## src/rtl/tone_detect.sv

```systemverilog
// -----------------------------------------------------------------------------
// tone_detect
//
// Measures the period of an asynchronous square-wave tone and declares a stable
// tone once enough consecutive periods agree.
//
// Ports:
//   clk          in   system clock
//   rst          in   synchronous active-high reset
//   tone_in      in   asynchronous tone input
//   period       out  last accepted period, in clocks
//   period_vld   out  one-cycle pulse when period updates
//   tone_on      out  high while locked
//   tone_period  out  period captured at lock, held while locked
//   lost         out  one-cycle pulse on any exit from LOCK (not on reset)
//   state_dbg    out  current FSM state (0=IDLE, 1=ACQ, 2=LOCK)
//
// Handshake: there is no backpressure. period_vld qualifies period for exactly
// one cycle; a consumer that is not ready simply misses that measurement.
// -----------------------------------------------------------------------------
module tone_detect #(
   parameter int CNT_W      = 32,
   parameter int TIMEOUT    = 2500000,
   parameter int MIN_PERIOD = 1000,
   parameter int TOL        = 64,
   parameter int STABLE_N   = 4
) (
   input  logic             clk,
   input  logic             rst,
   input  logic             tone_in,
   output logic [CNT_W-1:0] period,
   output logic             period_vld,
   output logic             tone_on,
   output logic [CNT_W-1:0] tone_period,
   output logic             lost,
   output logic [1:0]       state_dbg
);

   localparam int MC_W = $clog2(STABLE_N + 1);

   localparam logic [CNT_W-1:0] TMO_C   = CNT_W'(TIMEOUT);
   localparam logic [CNT_W-1:0] MINP_C  = CNT_W'(MIN_PERIOD);
   localparam logic [CNT_W-1:0] TOL_C   = CNT_W'(TOL);
   localparam logic [CNT_W-1:0] ONE_C   = CNT_W'(1);
   localparam logic [MC_W-1:0]  STB_C   = MC_W'(STABLE_N);
   localparam logic [MC_W-1:0]  MC_ONE  = MC_W'(1);

   typedef enum logic [1:0] {
      S_IDLE = 2'd0,
      S_ACQ  = 2'd1,
      S_LOCK = 2'd2
   } state_e;

   state_e           state_q, state_d;
   logic             sync1_q, sync2_q, edge_q;
   logic [CNT_W-1:0] cnt_q, cnt_d;
   logic [CNT_W-1:0] ref_q, ref_d;
   logic [MC_W-1:0]  mc_q, mc_d;
   logic [CNT_W-1:0] period_q, period_d;
   logic             vld_q, vld_d;
   logic             on_q, on_d;
   logic [CNT_W-1:0] tper_q, tper_d;
   logic             lost_q, lost_d;

   logic             rise;
   logic             accept;
   logic             timeout;
   logic [MC_W-1:0]  acq_mc;

   // Unsigned distance, larger minus smaller, so no wrap-around.
   function automatic logic within_tol(input logic [CNT_W-1:0] a,
                                       input logic [CNT_W-1:0] b);
      logic [CNT_W-1:0] diff;
      diff = (a > b) ? (a - b) : (b - a);
      return (diff <= TOL_C);
   endfunction

   assign rise    = sync2_q & ~edge_q;
   // IDLE has no reference edge, so the glitch filter only applies once armed.
   assign accept  = rise & ((state_q == S_IDLE) | (cnt_q >= MINP_C));
   // An accepted rise in the saturated cycle wins over the timeout.
   assign timeout = (cnt_q == TMO_C) & ~accept;
   // A streak restarts whenever there is no previous measurement or it differs.
   assign acq_mc  = ((mc_q == '0) || !within_tol(cnt_q, ref_q)) ? MC_ONE : (mc_q + MC_ONE);

   always_comb begin
      state_d  = state_q;
      ref_d    = ref_q;
      mc_d     = mc_q;
      period_d = period_q;
      vld_d    = 1'b0;
      on_d     = on_q;
      tper_d   = tper_q;
      lost_d   = 1'b0;

      if (accept) begin
         cnt_d = ONE_C;
      end else if (cnt_q >= TMO_C) begin
         cnt_d = TMO_C;
      end else begin
         cnt_d = cnt_q + ONE_C;
      end

      case (state_q)
         S_IDLE: begin
            if (accept) begin
               state_d = S_ACQ;
            end
         end
         S_ACQ: begin
            if (accept) begin
               period_d = cnt_q;
               vld_d    = 1'b1;
               ref_d    = cnt_q;
               mc_d     = acq_mc;
               if (acq_mc == STB_C) begin
                  state_d = S_LOCK;
                  on_d    = 1'b1;
                  tper_d  = cnt_q;
               end
            end else if (timeout) begin
               state_d = S_IDLE;
               mc_d    = '0;
               on_d    = 1'b0;
            end
         end
         S_LOCK: begin
            if (accept) begin
               period_d = cnt_q;
               vld_d    = 1'b1;
               // While locked the drift is judged against the lock value.
               if (!within_tol(cnt_q, tper_q)) begin
                  state_d = S_ACQ;
                  on_d    = 1'b0;
                  lost_d  = 1'b1;
                  ref_d   = cnt_q;
                  mc_d    = MC_ONE;
               end
            end else if (timeout) begin
               state_d = S_IDLE;
               mc_d    = '0;
               on_d    = 1'b0;
               lost_d  = 1'b1;
            end
         end
         default: begin
            state_d = S_IDLE;
         end
      endcase
   end

   always_ff @(posedge clk) begin
      if (rst) begin
         state_q  <= S_IDLE;
         sync1_q  <= 1'b0;
         sync2_q  <= 1'b0;
         edge_q   <= 1'b0;
         cnt_q    <= '0;
         ref_q    <= '0;
         mc_q     <= '0;
         period_q <= '0;
         vld_q    <= 1'b0;
         on_q     <= 1'b0;
         tper_q   <= '0;
         lost_q   <= 1'b0;
      end else begin
         state_q  <= state_d;
         sync1_q  <= tone_in;
         sync2_q  <= sync1_q;
         edge_q   <= sync2_q;
         cnt_q    <= cnt_d;
         ref_q    <= ref_d;
         mc_q     <= mc_d;
         period_q <= period_d;
         vld_q    <= vld_d;
         on_q     <= on_d;
         tper_q   <= tper_d;
         lost_q   <= lost_d;
      end
   end

   assign period      = period_q;
   assign period_vld  = vld_q;
   assign tone_on     = on_q;
   assign tone_period = tper_q;
   assign lost        = lost_q;
   assign state_dbg   = state_q;

endmodule

```

## config.mk

```make
export PLATFORM = sky130hd
export DESIGN_NAME = tone_detect
export DESIGN_NICKNAME = d
export VERILOG_FILES = /design/src/rtl/tone_detect.sv
export SDC_FILE = /design/constraint.sdc
export NUM_CORES = 1
export LEC_CHECK = 0
export ABC_AREA = 0
export CAP_MARGIN = 20
export CORE_UTILIZATION = 57
export CTS_CLUSTER_SIZE = 30
export DETAILED_ROUTE_END_ITERATION = 10
export GPL_TIMING_DRIVEN = 1
export PLACE_DENSITY = 0.86
export SYNTH_ARGS = -nofsm -noshare
export SYNTH_HDL_FRONTEND = slang
export SYNTH_SLANG_ARGS = --single-unit
```

## constraint.sdc

```tcl
create_clock -name clk -period 12.4 [get_ports clk]
set_clock_uncertainty 0.05 [all_clocks]
set_input_delay 2.48 -clock clk [delete_from_list [all_inputs] [get_ports clk]]
set_output_delay 2.48 -clock clk [all_outputs]
set_load 0.03 [all_outputs]
```

==> impl_metrics.yaml <==
logic_synthesis:
  synth_enable_flop_cells: 0
  ys_ff_latch: 139
  synth_top_cell_by_area: "dfxtp_1"
  syn-cell-area_sq_mm: 0.01336
  synthFlopType: "dfxtp_1"
  synth_top_area_share_pct: 20.83
  async_reset_ff_share_pct: 0
  synth_area_leaders: "dfxtp_1 21%, ha_1 13%, a21oi_1 8.2%"
  ys_warn_count: 0
  postSynthCellCount: 1796
  synth_cell_types: 100
  synth_area_per_cell_sq_um: 7.439
  ys_seq_area_share_pct: 20.83
sta:
  fin_crit_sh_pct: 48.28
  fin_crit_ns: 5.986
  finalMaxSlewViolations: 0
  tightest_slew_ns: 1.076
  max_freq_mhz: 167.1
  slew_headroom_pct: 28.26
  final-hold-violation-count: 0
  finalSetupViolations: 0
  tns_ns: 0
  rsz0062_at_grt: "false"
worst_hold_path:
  min_from: "period[13]$_SDFFE_PP0P_"
  hold_path_class: "flip-flop to flip-flop"
layout:
  nFillCells: 2032
  drive_gt1_share_pct: 5.144
  layout.cells.non_filler: 2121
  fin_nets: 1932
  area_growth_syn_to_layout_pct: 8.840
  diodes: 0
clock_tree:
  clkTransAtPathRegs_ns: 0.07
  htreeDepth: 4
  cts_sinks: 139
  cts_setup_buffers: 0
  cts_buffer_depth: 2
  cts_resized: 0
  clock_latency_ns: 0.44
  root_buffer: "clkbuf_16"
  cts_hold_buf: 0
  cts_tree: "built"
  cts_buffers: 17
setup_path:
  cp.required_ns: 12.69
  reg2reg_from: "cnt_q[21]$_SDFF_PP0_"
  critPathCapture: "mc_q[2]$_SDFFE_PP0P_"
  ff2ff_path_depth: 14
  rrSetupSlack_ns: 6.41
  worst-setup-path-type: "flip-flop to flip-flop"
  crit_path_start_kind: "flip-flop"
  crit_path_start: "cnt_q[21]$_SDFF_PP0_"
  endpoint_kind: "flip-flop"
  r2r-end: "mc_q[2]$_SDFFE_PP0P_"
  crit_path_max_fanout: 26
  critPathArrivalTime_ns: 6.27
placed_design:
  place.gp.congestion: 0.9887
  placed_cells: 2089
  numPortBuffers: 71
  hpwl_um: 35660
power_and_ir_drop:
  sequentialPowerShare_pct: 36.6
  clock_power_share_pct: 40.0
  power_switching_share_pct: 34.48
  combPwrFrac_pct: 23.5
  internal_power_uw: 842.2
  vdd_drop_max_v: 0.00008402
  p_switching_uw: 443.1
  total_power_mw: 1.285
  p_leak_nw: 5.593
  p_per_area_mw_per_mm2: 88.39
job:
  drv_cap: 0
floorplan:
  ios: 72
  placementRows: 55
  die_area_sq_mm: 0.02406
  coreArea_sq_mm: 0.02285
  die_y_um: 155.1
  dieWidth_um: 155.1
  initial_utilization_pct: 58.48
route:
  dr_total_vias: 14070
  firstDrtPassIters: 7
  ant_nets: 0
  drt_iter0_markers: 1865
  wl_per_cell_um: 21.95
  drc: 0
  via_per_inst: 6.633
  wirelength_um: 46550
status:
  run_status: "completed"
global_routing:
  grt_first_pass_wirelength_um: 73130
  grt_start_max_net_pins: 66
  antenna_found_initial: 0
  track_usage_pct: 38.45
  grt_overflow_total: 0
  first_global_vias: 13030
layer usage:
metal	wire length (um)	track usage, %	vias to the layer above
met5	0	0	-
li1	-	-	6450
met1	19760	51.93	6622
met4	1831	15.37	0
met3	4541	7.632	128
met2	20410	59.82	868
sequential cells by signal, indices dropped and copies added, names as in the netlist, 2 cells and up:
| signal | cells |
|---|---|
| cnt_q | 32 |
| mc_q | 3 |
| period | 32 |
| ref_q | 32 |
| state_dbg | 2 |
| tone_period | 32 |
per-stage QoR:
step | setup WS, ns | hold WS [ns] | util, % | cell area, sq um
floorplan | 8.202 | 0.3638 | - | 13390
global placement | 6.428 | 0.3862 | 61.05 | 13950
detailed placement | 6.638 | 0.3947 | 61.12 | 13960
CTS | 6.619 | 0.4042 | 63.65 | 14540
global route | 6.233 | 0.4230 | 63.65 | 14540
finish | 6.414 | 0.4032 | 63.65 | 14540
cells in the mapped netlist (all sizes together) (40+ instances only):
master,n
inv,128
nor2,142
nand4,51
xnor2,51
mux2i,56
nand2,177
nand3,62
clkbuf,40
o21ai,129
buf,69
a21oi,230
ha,134
dfxtp,139
power by group through the flow:
stage / registers, mW / clock network [mW] / logic, mW
4_1_cts: 0.469 / 0.515 / 0.290
3_5_place_dp: 0.479 / 0 / 0.288
5_1_grt: 0.470 / 0.536 / 0.322
2_1_floorplan: 0.477 / 0 / 0.215
6_report: 0.470 / 0.514 / 0.302
3_3_place_gp: 0.478 / 0 / 0.286
how the worst min path moves through the flow:
stage | slack [ns] | depth (start not counted) | end
global placement | 0.39 | 1 | sync2_q$_SDFF_PP0_
finish | 0.40 | 2 | period[13]$_SDFFE_PP0P_
detailed placement | 0.39 | 1 | sync2_q$_SDFF_PP0_
global route | 0.42 | 2 | period[6]$_SDFFE_PP0P_
CTS | 0.40 | 2 | period[13]$_SDFFE_PP0P_
floorplan | 0.36 | 1 | sync2_q$_SDFF_PP0_
final cells by class:
cell class,count,area (sq um),share of cell area [%]
clock buffer,18,429.2,2.951
clock inverter,14,148.9,1.024
inverter,128,480.5,3.304
multi-input combinational,1428,9518,65.45
sequential,139,2783,19.14
tap,313,391.6,2.693
timing repair buffer,81,790.8,5.438
worst max-delay path: stages (launching register included):
cell	delay, ns
dfxtp_1	0.60
ha_1	0.48
a21oi_1	0.29
o21ai_1	0.14
a221oi_1	0.43
o21ba_1	0.34
a21o_1	0.88
a2111oi_2	0.25
a2111oi_0	0.54
o22ai_1	0.17
nor4_2	0.31
and4_1	0.70
buf_8	0.25
a21oi_1	0.13
a221oi_1	0.31
cell usage in the layout, fill, tap and decap left out, drive strengths merged, types with 30 or more instances in the layout:
master,count
a21o,30
mux2i,56
ha,134
nand4,51
dfxtp,139
a21oi,230
nand3,62
o21ai,129
nor3,30
inv,137
nand2,177
nor2,142
xnor2,51
clkdlybuf4s50,70
cell families (layout without fill, tap and decap cells):
family	after synthesis	in the layout	share of synthesized area, %
AO/OA/AOI/OAI	587	587	28.18
AND/OR/NAND/NOR	568	568	21.02
buffers and inverters	238	241	8.297
flip-flops	139	139	20.83
adder cells (fa/ha/maj)	134	134	12.55
XOR/XNOR	68	68	4.458
multiplexers	61	61	4.645
other	1	10	0.02807
No activity file was read; power rests on OpenSTA's default activity.
